===== src/rtl/boot_sequencer.sv =====
// boot_sequencer: copies the EEPROM boot image into the MLU slice SRAMs, the MLU
// lookahead SRAM and the control microcode SRAM over the shared BOOTSTRAP bus, then
// lowers N_BOOTED.
// Optional build macro BOOT_CHECKSUM_EN: after the last region, read one extra image
// byte and check that it cancels the 8-bit sum of all written bytes. Booting then ends
// in DONE on a match and in FAIL (N_BOOTED held high) on a mismatch.
module boot_sequencer #(
  parameter int SLICE_BYTES     = 131072,
  parameter int LOOKAHEAD_BYTES = 4096,
  parameter int CONTROL_BYTES   = 4096,
  parameter int READ_WAIT       = 3,
  parameter int WE_CYCLES       = 2
) (
  input  logic        CLK,
  input  logic        N_RST,
  output logic [17:0] EEPROM_ADDR,
  output logic        EEPROM_N_OE,
  input  logic [7:0]  EEPROM_DATA,
  output logic [16:0] BOOTSTRAP_ADDR,
  output logic [7:0]  BOOTSTRAP_DATA,
  output logic        MLU_SLICE_N_WE,
  output logic        MLU_LOOKAHEAD_N_WE,
  output logic        CONTROL_N_WE,
  output logic        N_BOOTED
);

  typedef enum logic [1:0] {R_SLICE, R_LOOKAHEAD, R_CONTROL, R_END} region_e;

  typedef enum logic [2:0] {
    S_FETCH, S_SETUP, S_WRITE, S_HOLD, S_DONE
`ifdef BOOT_CHECKSUM_EN
    , S_VERIFY, S_FAIL
`endif
  } state_e;

  // State entered once the last region is written, with the outputs it starts with.
`ifdef BOOT_CHECKSUM_EN
  localparam state_e END_STATE  = S_VERIFY;
  localparam logic   END_OE_N   = 1'b0;
  localparam logic   END_BOOTED = 1'b1;
`else
  localparam state_e END_STATE  = S_DONE;
  localparam logic   END_OE_N   = 1'b1;
  localparam logic   END_BOOTED = 1'b0;
`endif

  function automatic logic [17:0] region_size(input region_e r);
    case (r)
      R_SLICE:     region_size = 18'(SLICE_BYTES);
      R_LOOKAHEAD: region_size = 18'(LOOKAHEAD_BYTES);
      R_CONTROL:   region_size = 18'(CONTROL_BYTES);
      default:     region_size = 18'd0;
    endcase
  endfunction

  // First non-empty region after r (R_END when none remain); empty regions are skipped.
  function automatic region_e next_region(input region_e r);
    region_e n;
    n = region_e'(2'(r) + 2'd1);
    for (int i = 0; i < 3; i++) begin
      if (n != R_END && region_size(n) == 18'd0) n = region_e'(2'(n) + 2'd1);
    end
    next_region = n;
  endfunction

  function automatic region_e first_region();
    first_region = (region_size(R_SLICE) != 18'd0) ? R_SLICE : next_region(R_SLICE);
  endfunction

  state_e      state_q;
  region_e     region_q;
  logic [17:0] offset_q;
  logic [15:0] cnt_q;
  logic [17:0] eaddr_q;
  logic        oe_n_q;
  logic [16:0] baddr_q;
  logic [7:0]  bdata_q;
  logic [2:0]  we_n_q;     // {control, lookahead, slice}, active low
  logic        n_booted_q;
`ifdef BOOT_CHECKSUM_EN
  logic [7:0]  sum_q;
`endif

  // Per-byte FSM: FETCH -> SETUP -> WRITE -> HOLD, walking regions, with registered outputs.
  always_ff @(posedge CLK or negedge N_RST) begin
    if (!N_RST) begin
      state_q    <= S_FETCH;
      region_q   <= R_SLICE;
      offset_q   <= '0;
      cnt_q      <= '0;
      eaddr_q    <= '0;
      oe_n_q     <= 1'b1;
      baddr_q    <= '0;
      bdata_q    <= '0;
      we_n_q     <= 3'b111;
      n_booted_q <= 1'b1;
`ifdef BOOT_CHECKSUM_EN
      sum_q      <= '0;
`endif
    end else begin
      case (state_q)
        S_FETCH: begin
          if (oe_n_q) begin
            // First cycle after reset: OE is still at its reset value, so the read
            // window opens here; empty leading regions are skipped at the same time.
            region_q <= first_region();
            cnt_q    <= '0;
            if (first_region() == R_END) begin
              state_q    <= END_STATE;
              oe_n_q     <= END_OE_N;
              n_booted_q <= END_BOOTED;
            end else begin
              oe_n_q <= 1'b0;
            end
          end else if (cnt_q == 16'(READ_WAIT - 1)) begin
            bdata_q <= EEPROM_DATA;
            baddr_q <= offset_q[16:0];
            oe_n_q  <= 1'b1;
            state_q <= S_SETUP;
          end else begin
            cnt_q <= cnt_q + 16'd1;
          end
        end
        S_SETUP: begin
          case (region_q)
            R_SLICE:     we_n_q <= 3'b110;
            R_LOOKAHEAD: we_n_q <= 3'b101;
            R_CONTROL:   we_n_q <= 3'b011;
            default:     we_n_q <= 3'b111;
          endcase
`ifdef BOOT_CHECKSUM_EN
          sum_q   <= sum_q + bdata_q;
`endif
          cnt_q   <= '0;
          state_q <= S_WRITE;
        end
        S_WRITE: begin
          if (cnt_q == 16'(WE_CYCLES - 1)) begin
            we_n_q  <= 3'b111;
            state_q <= S_HOLD;
          end else begin
            cnt_q <= cnt_q + 16'd1;
          end
        end
        S_HOLD: begin
          eaddr_q <= eaddr_q + 18'd1;
          cnt_q   <= '0;
          if (offset_q == region_size(region_q) - 18'd1) begin
            offset_q <= '0;
            region_q <= next_region(region_q);
            if (next_region(region_q) == R_END) begin
              state_q    <= END_STATE;
              oe_n_q     <= END_OE_N;
              n_booted_q <= END_BOOTED;
            end else begin
              state_q <= S_FETCH;
              oe_n_q  <= 1'b0;
            end
          end else begin
            offset_q <= offset_q + 18'd1;
            state_q  <= S_FETCH;
            oe_n_q   <= 1'b0;
          end
        end
`ifdef BOOT_CHECKSUM_EN
        S_VERIFY: begin
          if (cnt_q == 16'(READ_WAIT - 1)) begin
            oe_n_q <= 1'b1;
            if (8'(sum_q + EEPROM_DATA) == 8'd0) begin
              state_q    <= S_DONE;
              n_booted_q <= 1'b0;
            end else begin
              state_q <= S_FAIL;
            end
          end else begin
            cnt_q <= cnt_q + 16'd1;
          end
        end
`endif
        default: begin
          // DONE / FAIL: terminal until reset, all outputs hold.
        end
      endcase
    end
  end

  assign EEPROM_ADDR        = eaddr_q;
  assign EEPROM_N_OE        = oe_n_q;
  assign BOOTSTRAP_ADDR     = baddr_q;
  assign BOOTSTRAP_DATA     = bdata_q;
  assign MLU_SLICE_N_WE     = we_n_q[0];
  assign MLU_LOOKAHEAD_N_WE = we_n_q[1];
  assign CONTROL_N_WE       = we_n_q[2];
  assign N_BOOTED           = n_booted_q;

endmodule


===== config.mk =====
export PLATFORM = sky130hd
export DESIGN_NAME = boot_sequencer
export DESIGN_NICKNAME = d
export VERILOG_FILES = /design/src/rtl/boot_sequencer.sv
export SDC_FILE = /design/constraint.sdc
export NUM_CORES = 1
export LEC_CHECK = 0
export CAP_MARGIN = 10
export CELL_PAD_IN_SITES_DETAIL_PLACEMENT = 2
export CELL_PAD_IN_SITES_GLOBAL_PLACEMENT = 2
export CORE_MARGIN = 3
export CORE_UTILIZATION = 36
export DETAILED_ROUTE_END_ITERATION = 8
export GPL_TIMING_DRIVEN = 0
export PLACE_DENSITY = 0.78
export RECOVER_POWER = 25
export SETUP_SLACK_MARGIN = 0.15
export SYNTH_ARGS = -nofsm -noshare
export SYNTH_HDL_FRONTEND = slang
export SYNTH_SLANG_ARGS = --single-unit

===== constraint.sdc =====
create_clock -name CLK -period 2.1 [get_ports CLK]
set_input_delay 0.42 -clock CLK [delete_from_list [all_inputs] [get_ports CLK]]
set_output_delay 0.42 -clock CLK [all_outputs]
set_load 0.02 [all_outputs]

* Word level (Yosys, flattened, before mapping)
Cells that the tools add are included.
** Storage, ports and cells
- Memories :: 0
- Memory bits (read-only) :: 0
- Register bits after elaboration :: 87
- Latch bits :: 0
- RAM bits :: 0
- Word-level logic and storage cells :: 111
** Cells by class
- Multiplexer cells :: 41
- $mul :: 0
- Magnitude comparators :: 0
- Div/mod/pow operators :: 0
- Add/sub/neg operators :: 8
- Shift operators :: 0
- Eq/ne operators :: 25
- Reduce and logical (&&, ||, !) cells :: 26
- Bitwise operators :: 1
** Operators by type and width (count)
- 2-to-1 mux 18 bit :: 8
- case mux 18 bit (2 select lines) :: 4
- logical NOT 18 bit :: 3
- 2-to-1 mux 16 bit :: 3
- case mux 16 bit (3 select lines) :: 1
- adder 18 x 1 -> 18 bit (second input constant) :: 2
- 2-to-1 mux 2 bit :: 10
- equality test 18 bit :: 1
- 2-to-1 mux 3 bit :: 6
- inequality test 2 bit (second input constant) :: 9
- subtractor 18 x 1 -> 18 bit (second input constant) :: 1
- adder 16 x 1 -> 16 bit (second input constant) :: 1
- equality test 16 x 1 -> 1 bit (second input constant) :: 1
- equality test 16 x 2 -> 1 bit (second input constant) :: 1
- case mux 3 bit (4 select lines) :: 1
- AND reduction 3 bit :: 4
- equality test 2 bit (second input constant) :: 5
- OR reduction 2 bit :: 5
- case mux 3 bit (3 select lines) :: 1
- adder 2 x 1 -> 2 bit (second input constant) :: 4
- equality test 2 x 1 -> 1 bit (second input constant) :: 4
- logical NOT 2 bit :: 4
- equality test 3 x 2 -> 1 bit (second input constant) :: 2
- case mux 3 bit (2 select lines) :: 1
- 13 further kinds :: 19

* Longest topological paths before layout
Gate-level depths: netlist of the first run.
- Depth in word-level cells :: 37
- Depth in mapped cells :: 7
- Mapped depth without buffers :: 6

* Worst setup path after synthesis of the first run
OpenSTA, ideal clock, no wires.
- Path kind :: reg2reg
- Start :: register region_q[0]
- End :: register region_q[1]
- Clock period less this slack :: 1.933 ns
- Data required time :: 2.021 ns
- Cell stages (with the launch flop) :: 8
- Library setup time :: 0.079 ns
- Arrival time :: 1.854 ns
- Path slack :: 0.167 ns
- Cell sequence :: dfrtp_1 inv_1 ha_1 nand2b_1 o2bb2a_1 nor3_2 buf_2 mux2i_1
** Between the ends
- Word-level cells in the longest chain between the ends :: 31
- Elaborated cells on any way between the ends :: 53
- Classes of those cells :: add/sub (5); eq/ne (13); mux (20); reduce/logical (15)
** RTL lines
- from (decl) :: line 71 : region_e region_q;
- from (signal assigned) :: line 106 : region_q <= first_region();
- from (signal assigned) :: line 150 : region_q <= next_region(region_q);
- adder 2 x 1 -> 2 bit :: line 59 : n = region_e'(2'(r) + 2'd1);
- equality test 2 bit / equality test 2 x 1 -> 1 bit (equally long branches) :: line 48 : case (r)
- OR reduction 2 bit (no source line)
- case mux 18 bit (2 select lines) :: line 48
- 2-to-1 mux 18 bit :: line 148 : if (offset_q == region_size(region_q) - 18'd1) begin
- 2-to-1 mux 18 bit :: line 101 : case (state_q)
- logical NOT 18 bit :: line 61 : if (n != R_END && region_size(n) == 18'd0) n = region_e'(2'(n) + 2'd1);
- logical AND 1 bit :: line 61
- [15 not listed]
- case mux 18 bit (2 select lines) :: line 48
- 2-to-1 mux 18 bit :: line 148
- 2-to-1 mux 18 bit :: line 101
- logical NOT 18 bit :: line 61
- logical AND 1 bit :: line 61
- 2-to-1 mux 2 bit :: line 61
- 2-to-1 mux 2 bit
- case mux 2 bit (2 select lines) :: line 101
Several ways; a longest one is shown, not always the timed one. The select of a mux whose other input is x is not followed.
A chain may end at the register's enable or synchronous reset.

* Worst setup path in the final report of the first run
- Start :: register cnt_q[3]
- End :: register baddr_q[14], in the netlist BOOTSTRAP_ADDR[14]
** Between the ends
- Word-level cells in the longest chain between the ends :: 2
** RTL lines
- from (decl) :: line 73 : logic [15:0] cnt_q;
- from (signal assigned) :: line 121 : cnt_q <= cnt_q + 16'd1;
- from (signal assigned) :: line 142 : cnt_q <= cnt_q + 16'd1;
- equality test 16 x 2 -> 1 bit :: line 115 : end else if (cnt_q == 16'(READ_WAIT - 1)) begin
- AND reduction 3 bit (no source line)
- to (signal assigned) :: line 117 : baddr_q <= offset_q[16:0];
- to (decl) :: line 76 : logic [16:0] baddr_q;
No other way between the ends.

==> out/qor.log, run 1 <==
qor: setup_path.critical_path.max_fanout 10
qor: synth.ys_seq_elements 87
qor: placement.placed_cells 567
qor: floorplan.design.core.area 0.0111 mm2
qor: finish.fillerInstances 1086
qor: synth.synth-warning-count 0
qor: power_and_ir_drop.power_switching_share 21.9%
qor: sta.layout_worst_path_cycle_share 96.8%
qor: sta.setup_tns 0 ps
qor: clock_network.clkSlewWorstSetupHoldPaths 60 ps
qor: synth.ys_dominant_reg_cell sky130_fd_sc_hd__dfrtp_1
qor: synth.synth_area 0.00415 mm2
qor: placement.dpl_cell_area 0.00492 mm2
qor: placement.place_hpwl 7550 um
qor: floorplan.row_count 38
qor: grt.grt_pass1_wl 19400 um
qor: floorplan.io_pins 58
qor: setup_path.critical_path.endpoint_type flip-flop
qor: power_and_ir_drop.report.power.total 3.47 mW
qor: power_and_ir_drop.vdd.ir_drop.worst 489 uV
qor: clock_network.cts_made_buffers 9
qor: clock_network.clkLatencyLatePin 360 ps
qor: synth.synth_edf_count 0
qor: floorplan.floorplan.die.height 113 um
qor: synth.synthesis.instances 369
qor: power_and_ir_drop.power.switching 0.759 mW
qor: synth.synth.top_cells.by_area sky130_fd_sc_hd__dfrtp_1 49%, sky130_fd_sc_hd__mux2_1 7.3%, sky130_fd_sc_hd__xnor2_1 5.1%
qor: floorplan.floorplan_die_area 0.0129 mm2
qor: grt.grtUsageTotal 18.8%
qor: power_and_ir_drop.intPower 2.71 mW
qor: synth.synth-async-reset-ratio 100%
qor: power_and_ir_drop.power_frac_clock 49.0%
qor: min_path.min-delay-path-class in2async
qor: sta.final_critical_period 2030 ps
qor: finish.drive_gt1_share 20.6%
qor: routing.drtAntennaViolNets 0
qor: clock_network.cts_tree done
qor: synth.synthesis.area_per_instance 11.3 um2
qor: placement.place.port_buffers 57
qor: grt.antenna_found_initial 0
qor: power_and_ir_drop.seqPwrFrac 48.6%
qor: finish.net_count_final 484
qor: floorplan.die_w 113 um
qor: routing.drt_first_iter_violations 173
qor: synth.ys_seq_area_share 52.6%
qor: routing.drt-total-wl 12600 um
qor: sta.worst_pin_slew 1180 ps
qor: power_and_ir_drop.power_per_cell_area 612 mW/mm2
qor: sta.drv_slew 0
qor: sta.slew-limit-headroom 21.2%
qor: sta.fin_skew 13.7 ps
qor: routing.dr.pass1.iters 4
qor: grt.overflow_left_after_global_routing 0
qor: routing.drc_errors 0
qor: flow_run.maxCapViolations 0
qor: finish.num_antenna_cells 0
qor: clock_network.cts_num_sinks 87
qor: setup_path.worstPathArrival 2260 ps
qor: setup_path.worst-setup-path-type reg2reg
qor: setup_path.worst-endpoint-required 2330 ps
qor: synth.synth.top_cells.by_count 82 x sky130_fd_sc_hd__dfrtp_1, 33 x sky130_fd_sc_hd__nand2_1, 27 x sky130_fd_sc_hd__mux2_1
qor: synth.yosysTopAreaCell sky130_fd_sc_hd__dfrtp_1
qor: sta.fmax 492 MHz
qor: routing.vias_per_cell 5.44
qor: synth.synth_nets 388
qor: synth.synth.lib_cells_used.distinct 58
qor: sta.setup_viol_count_final 0
qor: finish.area_delta_synth_final 36.7%
qor: grt.grt_start_max_net_pins 46
qor: clock_network.cts.root.buffer_cell sky130_fd_sc_hd__clkbuf_16
qor: clock_network.clockBufferDepth 2
qor: finish.final_cell_count_no_fill 610
qor: clock_network.postCtsHoldBufs 0
qor: placement.gpl.final_weighted_congestion 0.769
qor: run_status.outcome completed
qor: synth.synth_largest_type_area_fraction 49.4%
qor: grt.first_global_vias 3680
qor: floorplan.floorplan.initialDensity 37.5%
qor: routing.post_drt_wl_per_cell 20.7 um
qor: sta.timing.final.hold_violations 0
qor: power_and_ir_drop.portion_of_total_power_attributed_to_combinational_logic 2.4%
qor: setup_path.worst_setup_path_start_kind flip-flop
qor: power_and_ir_drop.static_leakage 2.53 nW
qor: routing.num_vias 3317
qor: finish.finish.instance_area 0.00568 mm2
qor: clock_network.h-tree-depth 3
qor: synth.yosysMostFrequentCell sky130_fd_sc_hd__dfrtp_1
cell families (layout without fill, tap and decap cells):
group / after synthesis / in the layout / synth area share [%]
DFF: 87 / 87 / 52.6
muxes: 29 / 29 / 7.80
and+or+nand+nor: 143 / 143 / 19.4
adders and majority gates: 9 / 9 / 2.71
xor gates and xnor gates: 33 / 33 / 6.96
AOI/OAI and AO/OA: 48 / 48 / 8.16
buffers and inverters: 20 / 121 / 2.41
stage by stage:
stage / hold slack (ps) / worst slack [ps] / utilization [%]
3_5_place_dp: 474 / -253 / 44.4
6_report: 291 / 66.9 / 51.3
2_1_floorplan: 124 / 167 / -
5_1_grt: 365 / -24.6 / 51.3
3_3_place_gp: 461 / -2680 / 44.2
4_1_cts: 108 / 153 / 48.9
state kept, by name (all words and copies together), names as in the netlist:
register / cells
EEPROM_ADDR: 18
offset_q: 18
BOOTSTRAP_ADDR: 17
cnt_q: 16
BOOTSTRAP_DATA: 8
state_q: 3
we_n_q: 3
region_q: 2
EEPROM_N_OE: 1
N_BOOTED: 1
cells in the final DEF (no fill, tap or decap), types with 3 or more instances in the layout:
cell type / n
sky130_fd_sc_hd__or4_1: 3
sky130_fd_sc_hd__o31ai_1: 3
sky130_fd_sc_hd__dfrtp_1: 73
sky130_fd_sc_hd__inv_1: 10
sky130_fd_sc_hd__nor4_4: 4
sky130_fd_sc_hd__nand3_1: 14
sky130_fd_sc_hd__buf_6: 4
sky130_fd_sc_hd__buf_4: 24
sky130_fd_sc_hd__nand2b_1: 3
sky130_fd_sc_hd__dfrtp_2: 9
sky130_fd_sc_hd__xnor2_1: 24
sky130_fd_sc_hd__nand4_1: 16
sky130_fd_sc_hd__a21o_1: 5
sky130_fd_sc_hd__clkbuf_16: 10
sky130_fd_sc_hd__a2bb2oi_1: 3
sky130_fd_sc_hd__mux2_1: 25
sky130_fd_sc_hd__a22o_1: 7
sky130_fd_sc_hd__and4_1: 3
sky130_fd_sc_hd__dfstp_2: 5
sky130_fd_sc_hd__nand2_1: 33
sky130_fd_sc_hd__xor2_1: 9
sky130_fd_sc_hd__nor3_1: 3
sky130_fd_sc_hd__or3_1: 3
sky130_fd_sc_hd__nor4_1: 3
sky130_fd_sc_hd__ha_1: 7
sky130_fd_sc_hd__clkdlybuf4s50_1: 52
sky130_fd_sc_hd__a21oi_1: 7
sky130_fd_sc_hd__o21ai_0: 8
sky130_fd_sc_hd__and2_1: 4
sky130_fd_sc_hd__nor2_1: 24
sky130_fd_sc_hd__buf_12: 3
sky130_fd_sc_hd__clkbuf_1: 3
sky130_fd_sc_hd__a21oi_2: 3
sky130_fd_sc_hd__and3_1: 9
worst max-delay path, cell delays in order (launching register included):
cell	delay, ps
sky130_fd_sc_hd__dfrtp_2	450
sky130_fd_sc_hd__nor4_4	330
sky130_fd_sc_hd__nand4_1	270
sky130_fd_sc_hd__nor2_4	220
sky130_fd_sc_hd__buf_12	150
sky130_fd_sc_hd__buf_12	130
sky130_fd_sc_hd__mux2_1	350
power by group through the flow:
stage | logic [mW] | registers, mW | clock network [mW]
6_report | 0.0837 | 1.69 | 1.70
3_5_place_dp | 0.0899 | 1.72 | 0
4_1_cts | 0.0902 | 1.69 | 1.74
2_1_floorplan | 0.00504 | 1.73 | 0
5_1_grt | 0.0927 | 1.69 | 1.80
3_3_place_gp | 0.0828 | 1.72 | 0
path summary, 6_finish.rpt:
kind / slack [ps] / startpoint / cells after the start / to
min in group CLK: 480 / BOOTSTRAP_DATA[4] / 1 / BOOTSTRAP_DATA[4]
setup reg to reg: 70 / cnt_q[3] / 6 / BOOTSTRAP_ADDR[14]
hold reg to reg: 480 / BOOTSTRAP_DATA[4] / 1 / BOOTSTRAP_DATA[4]
setup / recovery: 70 / cnt_q[3] / 6 / BOOTSTRAP_ADDR[14]
hold / removal: 290 / N_RST / 1 / BOOTSTRAP_DATA[4]
max in group asynchronous: 490 / N_RST / 2 / EEPROM_ADDR[14]
final cells by class:
| class | count | area, um2 | share of cell area, % |
|---|---|---|---|
| clock inverters | 3 | 47.5 | 0.837 |
| well taps | 140 | 175 | 3.08 |
| multi-input cells | 262 | 2040 | 36.0 |
| clock buffers | 13 | 260 | 4.58 |
| inverters | 10 | 37.5 | 0.661 |
| flip-flops and latches | 87 | 2190 | 38.6 |
| repair buffers | 85 | 825 | 14.5 |
| plain buffers | 10 | 97.6 | 1.72 |
repair_timing:
| item | CTS | global route |
|---|---|---|
| hold endpoints to repair | 0 | 0 |
| buffers inserted | 9 | 17 |
| endpoints found under the setup margin | 67 | 50 |
| pin swaps | 6 | 8 |
| cloned | 0 | 1 |
| resized for setup | 29 | 30 |
layer usage:
layer | GRT usage (%) | part of all wire (%) | vias to the layer above | wire (um)
met5 | 0 | 0 | - | 0
met4 | 5.77 | 3.2 | 0 | 404
met3 | 4.14 | 3.2 | 22 | 408
met2 | 33.2 | 51 | 67 | 6440
met1 | 23.1 | 42 | 1708 | 5340
li1 | - | - | 1520 | -
(Power assumes the default switching activity.)
==> inputs of run 2 (changes only) <==
Settings changed: CORE_UTILIZATION 36 to 32, PLACE_DENSITY 0.78 to 0.73.
Clock period 2.1 ns to 1.66 ns, I/O delays scaled along.
==> run 2 against run 1 <==
Net effect: the run now ends with negative setup slack left; first-iteration DRC count is 18% lower; clock skew shrank 2.3 ps; die area grew 12%; setup slack worse by 410 ps; final cell count rose by 14%; worst hold slack better by 200 ps; flip-flop and latch count unchanged; largest cell class is now multi-input gates; highest routed layer unchanged.
==> out/qor.log, run 2 (same netlist as run 1, synthesis figures left out) <==
qor: power_and_ir_drop.seqPwrFrac 49.4%
qor: finish.layout.cells.most_common_list 63 x sky130_fd_sc_hd__dfrtp_1, 52 x sky130_fd_sc_hd__buf_4, 38 x sky130_fd_sc_hd__dlygate4sd2_1
qor: finish.multiInputGateArea 0.00250 mm2
qor: sta.drv_slew 0
qor: sta.timing.final.hold_violations 0
qor: min_path.min-delay-path-class in2async
qor: sta.slew-limit-headroom 61.6%
qor: setup_path.r2r-end BOOTSTRAP_ADDR[12]
qor: setup_path.worst-endpoint-required 1890 ps
qor: grt.antenna_found_initial 0
qor: sta.unrepaired_setup_endpoints_after_global_routing yes
qor: floorplan.floorplan.die.height 120 um
qor: clock_network.cts_tree done
qor: power_and_ir_drop.vdd.ir_drop.worst 697 uV
qor: flow_run.maxCapViolations 0
qor: power_and_ir_drop.portion_of_total_power_attributed_to_combinational_logic 2.5%
qor: routing.drc_errors 0
qor: finish.final_core_occ 54.6%
qor: power_and_ir_drop.static_leakage 3.13 nW
qor: setup_path.regToRegSetupSlack -350 ps
qor: floorplan.die_w 120 um
qor: clock_network.clockBufferDepth 2
qor: routing.vias_per_cell 5.25
qor: power_and_ir_drop.intPower 3.34 mW
qor: finish.sequential_cell_area 0.00221 mm2
qor: routing.dr.pass1.iters 4
qor: sta.fmax 498 MHz
qor: sta.setup_tns -14400 ps
qor: grt.grt_pass1_wl 21600 um
qor: setup_path.critical_path.max_fanout 9
qor: grt.overflow_left_after_global_routing 0
qor: finish.num_antenna_cells 0
qor: routing.drt-total-wl 17200 um
qor: setup_path.worst-r2r-cell-count 7
qor: setup_path.worstPathArrival 2240 ps
qor: sta.worst_pin_slew 576 ps
qor: floorplan.design.core.area 0.0124 mm2
qor: routing.post_drt_wl_per_cell 24.7 um
qor: setup_path.critical_path.endpoint_type flip-flop
qor: floorplan.floorplan_die_area 0.0144 mm2
qor: run_status.violations negative setup slack
qor: finish.fillerInstances 1212
qor: power_and_ir_drop.power.switching 0.978 mW
qor: placement.place.port_buffers 57
qor: power_and_ir_drop.report.power.total 4.32 mW
qor: placement.place_hpwl 8140 um
qor: clock_network.h-tree-depth 3
qor: grt.first_global_vias 3949
qor: placement.gpl.final_weighted_congestion 0.765
qor: routing.num_vias 3659
qor: grt.grtUsageTotal 19.1%
qor: finish.area_delta_synth_final 62.5%
qor: finish.net_count_final 543
qor: placement.preCtsSetupSlack -471 ps
qor: finish.layout.cells.most_common sky130_fd_sc_hd__dfrtp_1
qor: clock_network.clkSlewWorstSetupHoldPaths 70 ps
qor: floorplan.floorplan.initialDensity 33.6%
qor: setup_path.worst_setup_path_start_kind flip-flop
qor: sta.fin_skew 11.4 ps
qor: clock_network.cts_made_buffers 9
qor: sta.setup_viol_count_final 73
qor: sta.worst_slack -347 ps
qor: grt.grt_start_max_net_pins 70
qor: clock_network.clkLatencyLatePin 360 ps
qor: routing.drt_first_iter_violations 142
qor: run_status.outcome complete, but fails checks
qor: routing.drtAntennaViolNets 0
qor: clock_network.cts.root.buffer_cell sky130_fd_sc_hd__clkbuf_16
qor: sta.final_critical_period 2010 ps
qor: power_and_ir_drop.power_switching_share 22.6%
qor: floorplan.io_pins 58
qor: sta.layout_worst_path_cycle_share 121%
qor: setup_path.worst-setup-path-type reg2reg
qor: finish.drive_gt1_share 46.3%
qor: clock_network.cts_num_sinks 87
qor: setup_path.regToRegStartpoint state_q[0]
qor: power_and_ir_drop.power_per_cell_area 640 mW/mm2
qor: power_and_ir_drop.power_frac_clock 48.0%
qor: floorplan.row_count 40
[run 2: changes by cell type in the layout (fill, tap and decap cells not counted), sizes merged]
| cell | change |
|---|---|
| inv | -2 |
| buf | +62 |
| dlygate4sd2 | +36 |
| clkbuf | -1 |
| dlygate4sd3 | +1 |
| clkinvlp | +2 |
| dlymetal6s2s | -2 |
| clkdlybuf4s50 | -44 |
| clkdlybuf4s15 | +5 |
| clkinv | +2 |
[run 2: what timing repair did]
item,4_1_cts,5_1_grt
setup buffers,40,41
setup endpoints to repair,129,89
gates resized for setup,150,85
hold buffers,1,0
hold endpoints to repair,15,0
pin swaps,42,45
gates cloned,2,2
[run 2: power groups by stage]
stage,registers (mW),logic (mW),clock network (mW)
finish,2.14,0.110,2.07
global route,2.14,0.121,2.23
CTS,2.14,0.119,2.09
detailed placement,2.17,0.123,0
global placement,2.17,0.114,0
floorplan,2.19,0.0141,0
[run 2: worst max-delay path: stages, from the launching register on]
cell                      delay [ps]
sky130_fd_sc_hd__dfrtp_1         380
sky130_fd_sc_hd__buf_4           200
sky130_fd_sc_hd__nor3_4          270
sky130_fd_sc_hd__nand3_2         160
sky130_fd_sc_hd__nor2_4          250
sky130_fd_sc_hd__buf_4           180
sky130_fd_sc_hd__buf_16          130
sky130_fd_sc_hd__mux2_4          310
[run 2: metrics by stage]
step | cell area, um2 | std cells | hold slack, ps
after floorplan | 4340 | 369 | 36.4
after global placement | 5120 | 594 | 463
after detailed placement | 5140 | 595 | 244
after CTS | 6110 | 654 | 411
after global routing | 6750 | 697 | 515
final | 6750 | 697 | 495
[run 2: worst max-delay path by stage]
stage / end / depth (start not counted) / start
final: BOOTSTRAP_ADDR[12] / 7 / state_q[0]
after global routing: BOOTSTRAP_ADDR[12] / 6 / cnt_q[15]
after CTS: BOOTSTRAP_ADDR[4] / 6 / cnt_q[13]
after detailed placement: cnt_q[9] / 5 / state_q[0]
after global placement: EEPROM_ADDR[4] / 1 / N_RST
after floorplan: region_q[1] / 7 / region_q[0]
[run 2: layer usage]
metal  vias up  share of wire [%]  track usage [%]
li1       1636                  -                -
met1      1923                 39             22.5
met2        74                 56             34.6
met3        26                2.9             4.85
met4         0                2.2             4.65
met5         -                  0                0
[run 2: area by class of cell]
type	instances	share of cell area, %
sequential	87	32.7
buffer	10	2.02
multi-input combinational	262	37.1
timing repair buffer	144	20.2
clock inverter	5	0.871
tap	168	3.11
clock buffer	11	3.45
inverter	10	0.556
